**src/rtl/io_uart_pkg.sv**
```systemverilog
// Shared constants, status bit layout and FSM encodings for the IO-bus UART bridge.
package io_uart_pkg;

  localparam logic [7:0] OFS_TXDATA = 8'd0;
  localparam logic [7:0] OFS_STATUS = 8'd1;
  localparam logic [7:0] OFS_RXDATA = 8'd2;

  localparam int ST_TX_FULL   = 0;
  localparam int ST_TX_EMPTY  = 1;
  localparam int ST_RX_AVAIL  = 2;
  localparam int ST_RX_OVF    = 3;
  localparam int ST_FRAME_ERR = 4;
  localparam int ST_TX_OVF    = 5;

  typedef enum logic [1:0] {TX_IDLE, TX_START, TX_DATA, TX_STOP} tx_state_t;
  typedef enum logic [1:0] {RX_IDLE, RX_START, RX_DATA, RX_STOP} rx_state_t;

  // Smallest r with 2**r >= n.
  function automatic int clog2(input int n);
    int r;
    r = 0;
    while ((1 << r) < n) r++;
    return r;
  endfunction

endpackage

```
**src/rtl/sync_fifo.sv**
```systemverilog
// Single-clock FIFO with wrap-bit pointers; a pop makes room for a same-cycle push when full.
module sync_fifo
  import io_uart_pkg::*;
#(
  parameter int WIDTH = 8,
  parameter int DEPTH = 4
) (
  input  logic             clk,
  input  logic             reset,
  input  logic             push,
  input  logic             pop,
  input  logic [WIDTH-1:0] wdata,
  output logic [WIDTH-1:0] rdata,
  output logic             full,
  output logic             empty
);
  localparam int AW = clog2(DEPTH);

  logic [WIDTH-1:0] mem [DEPTH];
  logic [AW:0]      wr_ptr, rd_ptr;
  logic             do_push, do_pop;

  assign empty   = (wr_ptr == rd_ptr);
  assign full    = (wr_ptr[AW-1:0] == rd_ptr[AW-1:0]) && (wr_ptr[AW] != rd_ptr[AW]);
  assign do_pop  = pop && !empty;
  assign do_push = push && (!full || do_pop);
  assign rdata   = mem[rd_ptr[AW-1:0]];

  always_ff @(posedge clk or negedge reset) begin
    if (!reset) begin
      wr_ptr <= '0;
      rd_ptr <= '0;
    end else begin
      if (do_push) wr_ptr <= wr_ptr + 1'b1;
      if (do_pop)  rd_ptr <= rd_ptr + 1'b1;
    end
  end

  always_ff @(posedge clk) begin
    if (do_push) mem[wr_ptr[AW-1:0]] <= wdata;
  end

endmodule

```
**src/rtl/io_uart_bridge.sv**
```systemverilog
// IO-bus mapped 8N1 UART: TXDATA/STATUS/RXDATA ports, TX and RX FIFOs, inline TX/RX FSMs.
module io_uart_bridge
  import io_uart_pkg::*;
#(
  parameter int         CLKS_PER_BIT = 868,
  parameter int         TX_DEPTH     = 8,
  parameter int         RX_DEPTH     = 4,
  parameter logic [7:0] BASE_PORT    = 8'h00
) (
  input  logic       clk,
  input  logic       reset,
  input  logic [7:0] IO_port_ID,
  input  logic [7:0] IO_write_data,
  input  logic       IO_write_strobe,
  input  logic       IO_read_strobe,
  output logic [7:0] IO_read_data,
  input  logic       uart_rx,
  output logic       uart_tx,
  output logic       irq
);
  localparam int             CW       = clog2(CLKS_PER_BIT);
  localparam logic [CW-1:0]  BIT_END  = CW'(CLKS_PER_BIT - 1);
  localparam logic [CW-1:0]  HALF_END = CW'(CLKS_PER_BIT / 2 - 1);
  localparam logic [7:0]     P_TX     = BASE_PORT + OFS_TXDATA;
  localparam logic [7:0]     P_ST     = BASE_PORT + OFS_STATUS;
  localparam logic [7:0]     P_RX     = BASE_PORT + OFS_RXDATA;

  logic tx_wr, st_rd, rx_rd;
  assign tx_wr = IO_write_strobe && (IO_port_ID == P_TX);
  assign st_rd = IO_read_strobe  && (IO_port_ID == P_ST);
  assign rx_rd = IO_read_strobe  && (IO_port_ID == P_RX);

  // ---------------- TX path ----------------
  tx_state_t     tx_state, tx_next;
  logic [CW-1:0] tx_cnt;
  logic [2:0]    tx_bit;
  logic [7:0]    tx_shreg, tx_head;
  logic          tx_pop, tx_full, tx_fifo_empty, tx_bit_end;

  sync_fifo #(.WIDTH(8), .DEPTH(TX_DEPTH)) u_tx_fifo (
    .clk(clk), .reset(reset), .push(tx_wr), .pop(tx_pop), .wdata(IO_write_data),
    .rdata(tx_head), .full(tx_full), .empty(tx_fifo_empty)
  );

  assign tx_bit_end = (tx_cnt == BIT_END);

  // STOP hands straight to START when more data is queued, so frames run back to back.
  always_comb begin
    tx_next = tx_state;
    tx_pop  = 1'b0;
    case (tx_state)
      TX_IDLE:  if (!tx_fifo_empty) begin tx_pop = 1'b1; tx_next = TX_START; end
      TX_START: if (tx_bit_end) tx_next = TX_DATA;
      TX_DATA:  if (tx_bit_end && tx_bit == 3'd7) tx_next = TX_STOP;
      TX_STOP:
        if (tx_bit_end) begin
          if (!tx_fifo_empty) begin tx_pop = 1'b1; tx_next = TX_START; end
          else tx_next = TX_IDLE;
        end
      default:  tx_next = TX_IDLE;
    endcase
  end

  always_ff @(posedge clk or negedge reset) begin
    if (!reset) begin
      tx_state <= TX_IDLE;
      tx_cnt   <= '0;
      tx_bit   <= '0;
      tx_shreg <= '0;
    end else begin
      tx_state <= tx_next;
      tx_cnt   <= (tx_state == TX_IDLE || tx_bit_end) ? '0 : tx_cnt + 1'b1;
      if (tx_state != TX_DATA) tx_bit <= '0;
      else if (tx_bit_end)     tx_bit <= tx_bit + 1'b1;
      if (tx_pop)                              tx_shreg <= tx_head;
      else if (tx_state == TX_DATA && tx_bit_end) tx_shreg <= tx_shreg >> 1;
    end
  end

  // Decoded from state so an async reset forces the line high immediately.
  always_comb begin
    case (tx_state)
      TX_START: uart_tx = 1'b0;
      TX_DATA:  uart_tx = tx_shreg[0];
      default:  uart_tx = 1'b1;
    endcase
  end

  // ---------------- RX path ----------------
  rx_state_t     rx_state, rx_next;
  logic [CW-1:0] rx_cnt;
  logic [2:0]    rx_bit;
  logic [7:0]    rx_shreg, rx_head;
  logic          rx_s1, rx_s2, rx_prev, rx_brk;
  logic          rx_fall, rx_samp, rx_push, fe_set, rx_full, rx_empty;

  always_ff @(posedge clk or negedge reset) begin
    if (!reset) begin
      rx_s1   <= 1'b1;
      rx_s2   <= 1'b1;
      rx_prev <= 1'b1;
    end else begin
      rx_s1   <= uart_rx;
      rx_s2   <= rx_s1;
      rx_prev <= rx_s2;
    end
  end

  assign rx_fall = rx_prev && !rx_s2;
  assign rx_samp = (rx_state == RX_START) ? (rx_cnt == HALF_END) : (rx_cnt == BIT_END);

  // After a bad stop bit, rx_brk holds the FSM in STOP until the line returns high.
  always_comb begin
    rx_next = rx_state;
    rx_push = 1'b0;
    fe_set  = 1'b0;
    case (rx_state)
      RX_IDLE:  if (rx_fall) rx_next = RX_START;
      RX_START: if (rx_samp) rx_next = rx_s2 ? RX_IDLE : RX_DATA;
      RX_DATA:  if (rx_samp && rx_bit == 3'd7) rx_next = RX_STOP;
      RX_STOP:
        if (rx_brk) begin
          if (rx_s2) rx_next = RX_IDLE;
        end else if (rx_samp) begin
          if (rx_s2) begin rx_push = 1'b1; rx_next = RX_IDLE; end
          else fe_set = 1'b1;
        end
      default:  rx_next = RX_IDLE;
    endcase
  end

  always_ff @(posedge clk or negedge reset) begin
    if (!reset) begin
      rx_state <= RX_IDLE;
      rx_cnt   <= '0;
      rx_bit   <= '0;
      rx_shreg <= '0;
      rx_brk   <= 1'b0;
    end else begin
      rx_state <= rx_next;
      rx_cnt   <= (rx_state == RX_IDLE || rx_samp) ? '0 : rx_cnt + 1'b1;
      if (rx_state != RX_DATA) rx_bit <= '0;
      else if (rx_samp)        rx_bit <= rx_bit + 1'b1;
      if (rx_state == RX_DATA && rx_samp) rx_shreg <= {rx_s2, rx_shreg[7:1]};
      if (fe_set)                    rx_brk <= 1'b1;
      else if (rx_state != RX_STOP)  rx_brk <= 1'b0;
    end
  end

  sync_fifo #(.WIDTH(8), .DEPTH(RX_DEPTH)) u_rx_fifo (
    .clk(clk), .reset(reset), .push(rx_push), .pop(rx_rd), .wdata(rx_shreg),
    .rdata(rx_head), .full(rx_full), .empty(rx_empty)
  );

  // ---------------- Sticky flags / register read ----------------
  logic rx_ovf, frame_err, tx_ovf;
  logic [7:0] status;

  always_ff @(posedge clk or negedge reset) begin
    if (!reset) begin
      rx_ovf    <= 1'b0;
      frame_err <= 1'b0;
      tx_ovf    <= 1'b0;
    end else begin
      rx_ovf    <= (rx_push && rx_full && !rx_rd)  || (rx_ovf    && !st_rd);
      frame_err <= fe_set                          || (frame_err && !st_rd);
      tx_ovf    <= (tx_wr && tx_full && !tx_pop)   || (tx_ovf    && !st_rd);
    end
  end

  always_comb begin
    status               = '0;
    status[ST_TX_FULL]   = tx_full;
    status[ST_TX_EMPTY]  = tx_fifo_empty && (tx_state == TX_IDLE);
    status[ST_RX_AVAIL]  = !rx_empty;
    status[ST_RX_OVF]    = rx_ovf;
    status[ST_FRAME_ERR] = frame_err;
    status[ST_TX_OVF]    = tx_ovf;
  end

  always_comb begin
    IO_read_data = '0;
    if (reset && IO_read_strobe) begin
      if (IO_port_ID == P_ST)                   IO_read_data = status;
      else if (IO_port_ID == P_RX && !rx_empty) IO_read_data = rx_head;
    end
  end

  assign irq = !rx_empty;

endmodule
```
**config.mk**
```make
export PLATFORM = sky130hd
export DESIGN_NAME = io_uart_bridge
export DESIGN_NICKNAME = d
export VERILOG_FILES = /design/src/rtl/io_uart_pkg.sv /design/src/rtl/sync_fifo.sv /design/src/rtl/io_uart_bridge.sv
export SDC_FILE = /design/constraint.sdc
export NUM_CORES = 1
export LEC_CHECK = 0
export CORE_MARGIN = 4
export CORE_UTILIZATION = 55
export CTS_CLUSTER_SIZE = 40
export DETAILED_ROUTE_END_ITERATION = 10
export PLACE_DENSITY = 0.73
export SLEW_MARGIN = 20
export SYNTH_ARGS = -nofsm -noshare
export SYNTH_HDL_FRONTEND = slang
export SYNTH_SLANG_ARGS = --single-unit
```
**constraint.sdc**
```tcl
create_clock -name clk -period 5 [get_ports clk]
set_input_delay 0.5 -clock clk [delete_from_list [all_inputs] [get_ports clk]]
set_output_delay 0.5 -clock clk [all_outputs]
set_load 0.01 [all_outputs]
```
Word-level counts from Yosys, hierarchy flattened

Memories as Yosys holds them, arrays and structs flattened.
Index checks and enable logic that the tools add are counted.

Reduce and logical (&&, ||, !) cells: 48
Eq/ne operators: 30
Add/subtract/negate cells: 8
Mux-type cells: 44

Operator list:

| operator              | number |
|---|---|
| $mux 8                | 5 |
| $logic_and 1x1->1     | 24 |
| $mux 2                | 11 |
| $add 10x1->10 const B | 2 |
| $eq 10x10->1 const B  | 2 |
| $mux 10               | 2 |
| $ne 2x2->1 const B    | 10 |
| $mux 1                | 18 |
| $pmux 2 s4            | 2 |
| $add 3x1->3 const B   | 4 |
| $mux 3                | 4 |
| $eq 10x9->1 const B   | 1 |
| $add 4x1->4 const B   | 2 |
| $eq 2x2->1 const B    | 4 |
| $eq 8x1->1 const B    | 1 |
| $eq 8x2->1 const B    | 1 |
| $logic_not 1->1       | 8 |
| $logic_not 8->1       | 1 |
| $reduce_and 4->1      | 2 |
| $reduce_bool 2->1     | 4 |
| $logic_or 1x1->1      | 7 |
| $eq 3x3->1            | 2 |
| $eq 3x3->1 const B    | 2 |
| $eq 2x1->1 const B    | 2 |
| 6 further kinds       | 9 |

Bits of input ports: 21
Register bits after elaboration: 67
Logic and storage cells: 151
Memory bits (writable): 96
Memories kept: 2
Output and inout bits: 10

Memory list:

| name          | depth | bits a word | read ports | clocked after Yosys merged registers in | write ports | RTL line        | text |
|---|---|---|---|---|---|---|---|
| u_tx_fifo.mem | 8     | 8           | 1          | 0                                       | 1           | sync_fifo.sv:19 | `logic [WIDTH-1:0] mem [DEPTH];` |
| u_rx_fifo.mem | 4     | 8           | 1          | 0                                       | 1           | sync_fifo.sv:19 |  |

Logic depth before layout (Yosys ltp)

Depth in word-level cells: 9
Gate-level depth with buffers: 8
Gate-level depth less buffers: 7

Modules after synthesis

From an unflattened synthesis, not the netlist that was laid out.

Cell total of the unflattened synthesis: 499
Area, all modules: 7268.2 sq um

By module, submodules not included:

| module                | sequential area each (sq um) | area an instance (sq um) | instances | cells each |
|---|---|---|---|---|
| sync_fifo (u_tx_fifo) | 2122.0                       | 2977.9                   | 1         | 150 |
| io_uart_bridge        | 1330.0                       | 2680.1                   | 1         | 260 |
| sync_fifo (u_rx_fifo) | 1111.1                       | 1610.3                   | 1         | 89 |

Least setup slack after synthesis

Ideal clock, no wire load.

Path kind: flip-flop to flip-flop
From: register tx_cnt[0]
To: memory u_tx_fifo.mem[0][0], enable pin
Library setup time: 383 ps
Stages on the path, launching flop included: 7
Period minus slack after synthesis: 2792 ps
Arrival: 2408 ps
Slack: 2208 ps
Buffers on the path: 0
Required time: 4617 ps
Cells stage by stage: dfrtp_1 ha_1 or4b_4 o41ai_2 or3b_1 nand3b_1 nor3_1

Longest elaborated chain between the ends: 8

Ends and longest elaborated chain:

| item                         | RTL line             | text |
|---|---|---|
| start: declaration           | io_uart_bridge.sv:35 | `logic [CW-1:0] tx_cnt;` |
| start signal: assignment     | io_uart_bridge.sv:72 | `tx_cnt <= (tx_state == TX_IDLE \|\| tx_bit_end) ? '0 : tx_cnt + 1'b1;` |
| $eq 10x10->1                 | io_uart_bridge.sv:45 | `assign tx_bit_end = (tx_cnt == BIT_END);` |
| $mux 1                       | io_uart_bridge.sv:56 | `if (tx_bit_end) begin` |
| $pmux 1 s2                   | io_uart_bridge.sv:51 | `case (tx_state)` |
| $logic_and 1x1->1            | sync_fifo.sv:25      | `assign do_pop = pop && !empty;` |
| $logic_or 1x1->1             | sync_fifo.sv:26      | `assign do_push = push && (!full \|\| do_pop);` |
| $logic_and 1x1->1            | sync_fifo.sv:26      |  |
| $mux 1                       | sync_fifo.sv:40      | `if (do_push) mem[wr_ptr[AW-1:0]] <= wdata;` |
| $mux 1 (implied by the code) | sync_fifo.sv:40      |  |
| end: declaration             | sync_fifo.sv:19      |  |

No other way between the ends.

Final worst setup path

From: register u_tx_fifo.rd_ptr[1]
To: output IO_read_data[1]

Longest elaborated chain between the ends: 4

Ends and longest elaborated chain:

| item                     | RTL line              | text |
|---|---|---|
| start: declaration       | sync_fifo.sv:20       | `logic [AW:0] wr_ptr, rd_ptr;` |
| start signal: assignment | sync_fifo.sv:35       | `if (do_pop) rd_ptr <= rd_ptr + 1'b1;` |
| $eq 4x4->1               | sync_fifo.sv:23       | `assign empty = (wr_ptr == rd_ptr);` |
| $logic_and 1x1->1        | io_uart_bridge.sv:174 | `status[ST_TX_EMPTY] = tx_fifo_empty && (tx_state == TX_IDLE);` |
| $mux 8                   | io_uart_bridge.sv:184 | `if (IO_port_ID == P_ST) IO_read_data = status;` |
| $mux 8                   | io_uart_bridge.sv:183 | `if (reset && IO_read_strobe) begin` |
| end: declaration         | io_uart_bridge.sv:16  | `output logic [7:0] IO_read_data,` |

No other way between the ends.

==> flow_metrics.env <==
export IMPL_nets=553
export IMPL_final_area_um2=8200
export IMPL_ant_nets=0
export IMPL_n_antenna_cell=0
export IMPL_powerDensity_nw_per_um2=450
export IMPL_avgSynthCellArea_um2=14.8
export IMPL_max_slew_margin_pct=34.5
export IMPL_path_max_fanout=20
export IMPL_worstSetupPathType="flip-flop to output port"
export IMPL_cts_buffers=17
export IMPL_power_leakage_uw=0.00319
export IMPL_dp_hpwl_um=8290
export IMPL_cts_sinks=163
export IMPL_first_global_vias=4040
export IMPL_min_path_type="input port to async pin"
export IMPL_slowest_delay_ns=0.92
export IMPL_finalSetupViolations=0
export IMPL_period_needed_ns=3.39
export IMPL_clock_path_buffers=2
export IMPL_grt_max_degree=68
export IMPL_start_util_pct=56.3
export IMPL_core_area_um2=12700
export IMPL_ys_seq_area_share_pct=64.0
export IMPL_drc=0
export IMPL_cts_root_buf="clkbuf_16"
export IMPL_start_kind="flip-flop"
export IMPL_skew_ns=0.00841
export IMPL_cts_hold_buffers=0
export IMPL_synth_fp_nets=522
export IMPL_crit_top_cell="and3_1"
export IMPL_hold_slack_ns=0.324
export IMPL_htreeDepth=4
export IMPL_viasPerCell=5.67
export IMPL_synth_area_um2=7130
export IMPL_die_h_um=122
export IMPL_cts_resized_gates=0
export IMPL_fill_cells=891
export IMPL_rows=41
export IMPL_worst_ep_arrival_time_ns=2.89
export IMPL_grt_usage_pct=18.8
export IMPL_globalplace_congestion=0.847
export IMPL_ys_seq_elements=163
export IMPL_wl_per_cell_um=18.0
export IMPL_ir_worst_vdd_mv=0.267
export IMPL_ys_types=55
export IMPL_ys_warn_count=0
export IMPL_postSynthCellCount=483
export IMPL_drive_above_1_share_pct=16.1
export IMPL_grt_overflow=0
export IMPL_final_cells=699
export IMPL_ys_async_sr_fraction_pct=41.1
export IMPL_boundaryPins=31
export IMPL_max_freq_ghz=0.295
export IMPL_grt_pass1_wl_um=21200
export IMPL_status="complete, no violations"
export IMPL_crit_chain="xnor2_1 > and3_1 > and3_1 > a22oi_1 > nor2_1 > clkdlybuf4s50_1"
export IMPL_critPathBufInv=1
export IMPL_post_cts_buffers=0
export IMPL_cap_violations=0
export IMPL_placedCellCount=667
export IMPL_synth_ff_type="edfxtp_1"
export IMPL_firstDrtPassIters=4
export IMPL_portBuffers=30
export IMPL_clk_pin_slew_ns=0.07
export IMPL_cp_required_ns=4.50
export IMPL_wl_um=12600
export IMPL_critPathSlowestCell="dfrtp_1"
export IMPL_hold_violations=0
export IMPL_crit_path_end_kind="output port"
export IMPL_final_setup_tns_ns=0
export IMPL_critical_path_top_delay_family="flip-flops"
export IMPL_antenna_found_initial=0
export IMPL_drt_iter0_markers=247
export IMPL_area_growth_pct=15.0
export IMPL_rsz0062_at_grt="false"
export IMPL_tightest_slew_ns=0.980
export IMPL_vias=3965
export IMPL_cts_tree="done"
export IMPL_dieArea_um2=14800
export IMPL_finalCritPeriodShare_pct=67.8
export IMPL_drv_slew=0
export IMPL_placed_cell_area_um2=7570
export IMPL_p_total_uw=3690
export IMPL_die_x_um=122
export IMPL_synth_edf_count=96
export IMPL_worstSkewPairLatency_ns=0.42
==> final timing paths <==
check	start	slack [ns]	cells past startpoint	endpoint
setup reg to reg	tx_cnt[0]	1.85	6	u_tx_fifo.mem[4][1]
min in group clk	rx_s1	0.36	0	rx_s2
hold / removal	reset	0.32	2	rx_cnt[5]
setup / recovery	u_tx_fifo.rd_ptr[1]	1.61	6	IO_read_data[1]
max in group asynchronous	reset	4.10	2	u_rx_fifo.rd_ptr[0]
hold reg to reg	rx_s1	0.36	0	rx_s2
==> metrics by stage <==
step                      setup slack (ns)  util, %
after floorplan                       2.21        -
after global placement                1.87     59.8
after detailed placement              1.66     59.8
after CTS                             1.56     64.6
after global routing                  1.45     64.7
final                                 1.61     64.7
==> worst reg2reg max path, delay by kind of cell (launching register included) <==
kind	cells	cell delay, ns
adder cells (fa/ha/maj)	1	0.23
AO/OA/AOI/OAI	1	0.49
flip-flops	1	0.39
AND/OR/NAND/NOR	4	1.68
==> logic make-up (layout without fill, tap and decap cells) <==
family / Yosys count / count (layout) / synth area share [%]
flip-flops: 163 / 163 / 64.0
AND/OR/NAND/NOR: 148 / 148 / 11.4
multiplexers: 51 / 51 / 11.7
AO/OA/AOI/OAI: 41 / 41 / 4.07
XOR/XNOR: 34 / 34 / 4.18
buffers and inverters: 28 / 72 / 1.56
adder cells (fa/ha/maj): 18 / 18 / 3.16
==> report_power, final <==
part,switching (uW),internal (uW)
clock network,611,678
registers,151,1520
logic,354,377
total,1120,2580
==> synthesized netlist by cell type, drive strengths merged, types with 2 or more instances <==
library cell  instances  area share [%]
edfxtp               96              40
dfrtp                64              22
nor2                 47             2.5
mux4                 24             7.6
xnor2                24             2.9
ha                   18             3.2
nand3                18             1.3
nand2                17            0.90
clkbuf               14            0.74
mux2                 14             2.3
nor2b                14             1.2
mux2i                13             1.8
a21oi                12            0.84
xor2                 10             1.2
and3                  8            0.70
inv                   8            0.42
a211oi                7            0.74
a22oi                 7            0.74
and2                  6            0.53
buf                   6            0.40
nand2b                6            0.53
nand4                 5            0.44
nor3                  5            0.58
o21ai                 4            0.28
dfstp                 3             1.1
a32o                  2            0.28
and4b                 2            0.28
and4bb                2            0.35
nand3b                2            0.21
nand4b                2            0.25
nor3b                 2            0.21
nor4                  2            0.18
o41ai                 2            0.35
or2                   2            0.18
or3b                  2            0.25
==> layout by cell type, fill, tap and decap left out, drive strengths merged, types with 6 or more instances in the layout <==
| cell type | instances |
|---|---|
| nor2 | 47 |
| xnor2 | 24 |
| mux4 | 24 |
| mux2i | 13 |
| clkbuf | 17 |
| and3 | 8 |
| a21oi | 12 |
| and2 | 6 |
| nand2 | 17 |
| xor2 | 10 |
| nor2b | 14 |
| ha | 18 |
| nand3 | 18 |
| inv | 14 |
| edfxtp | 96 |
| a211oi | 7 |
| clkdlybuf4s50 | 29 |
| a22oi | 7 |
| mux2 | 14 |
| clkinv | 9 |
| dfrtp | 64 |
| nand2b | 6 |
==> metal layers <==
| layer | up-vias | global-route usage (%) | part of all wire, % |
|---|---|---|---|
| met3 | 13 | 5.85 | 3.1 |
| met1 | 2031 | 25.7 | 46 |
| met2 | 49 | 29.3 | 50 |
| li1 | 1872 | - | - |
| met5 | - | 0 | 0 |
| met4 | 0 | 5.88 | 1.3 |
==> cell type report <==
cell class                      count  area [um2]  area share (%)
Sequential cell                   163        4560            55.7
Multi-Input combinational cell    292        2460            30.1
Clock buffer                       17         425            5.19
Timing Repair Buffer               32         310            3.79
Tap cell                          172         215            2.63
Clock inverter                     15         189            2.30
Inverter                            8        30.0           0.366
==> flip-flops by register name (all words and copies together), names as in the netlist, 2 cells and up, named ones only <==
register	flops
u_tx_fifo.wr_ptr	4
u_rx_fifo.wr_ptr	3
rx_bit	3
u_tx_fifo.rd_ptr	4
u_rx_fifo.mem	32
tx_cnt	10
rx_cnt	10
tx_state	2
rx_shreg	8
tx_bit	3
u_rx_fifo.rd_ptr	3
tx_shreg	8
u_tx_fifo.mem	64
Note: power is estimated with default switching activity, not from simulation.
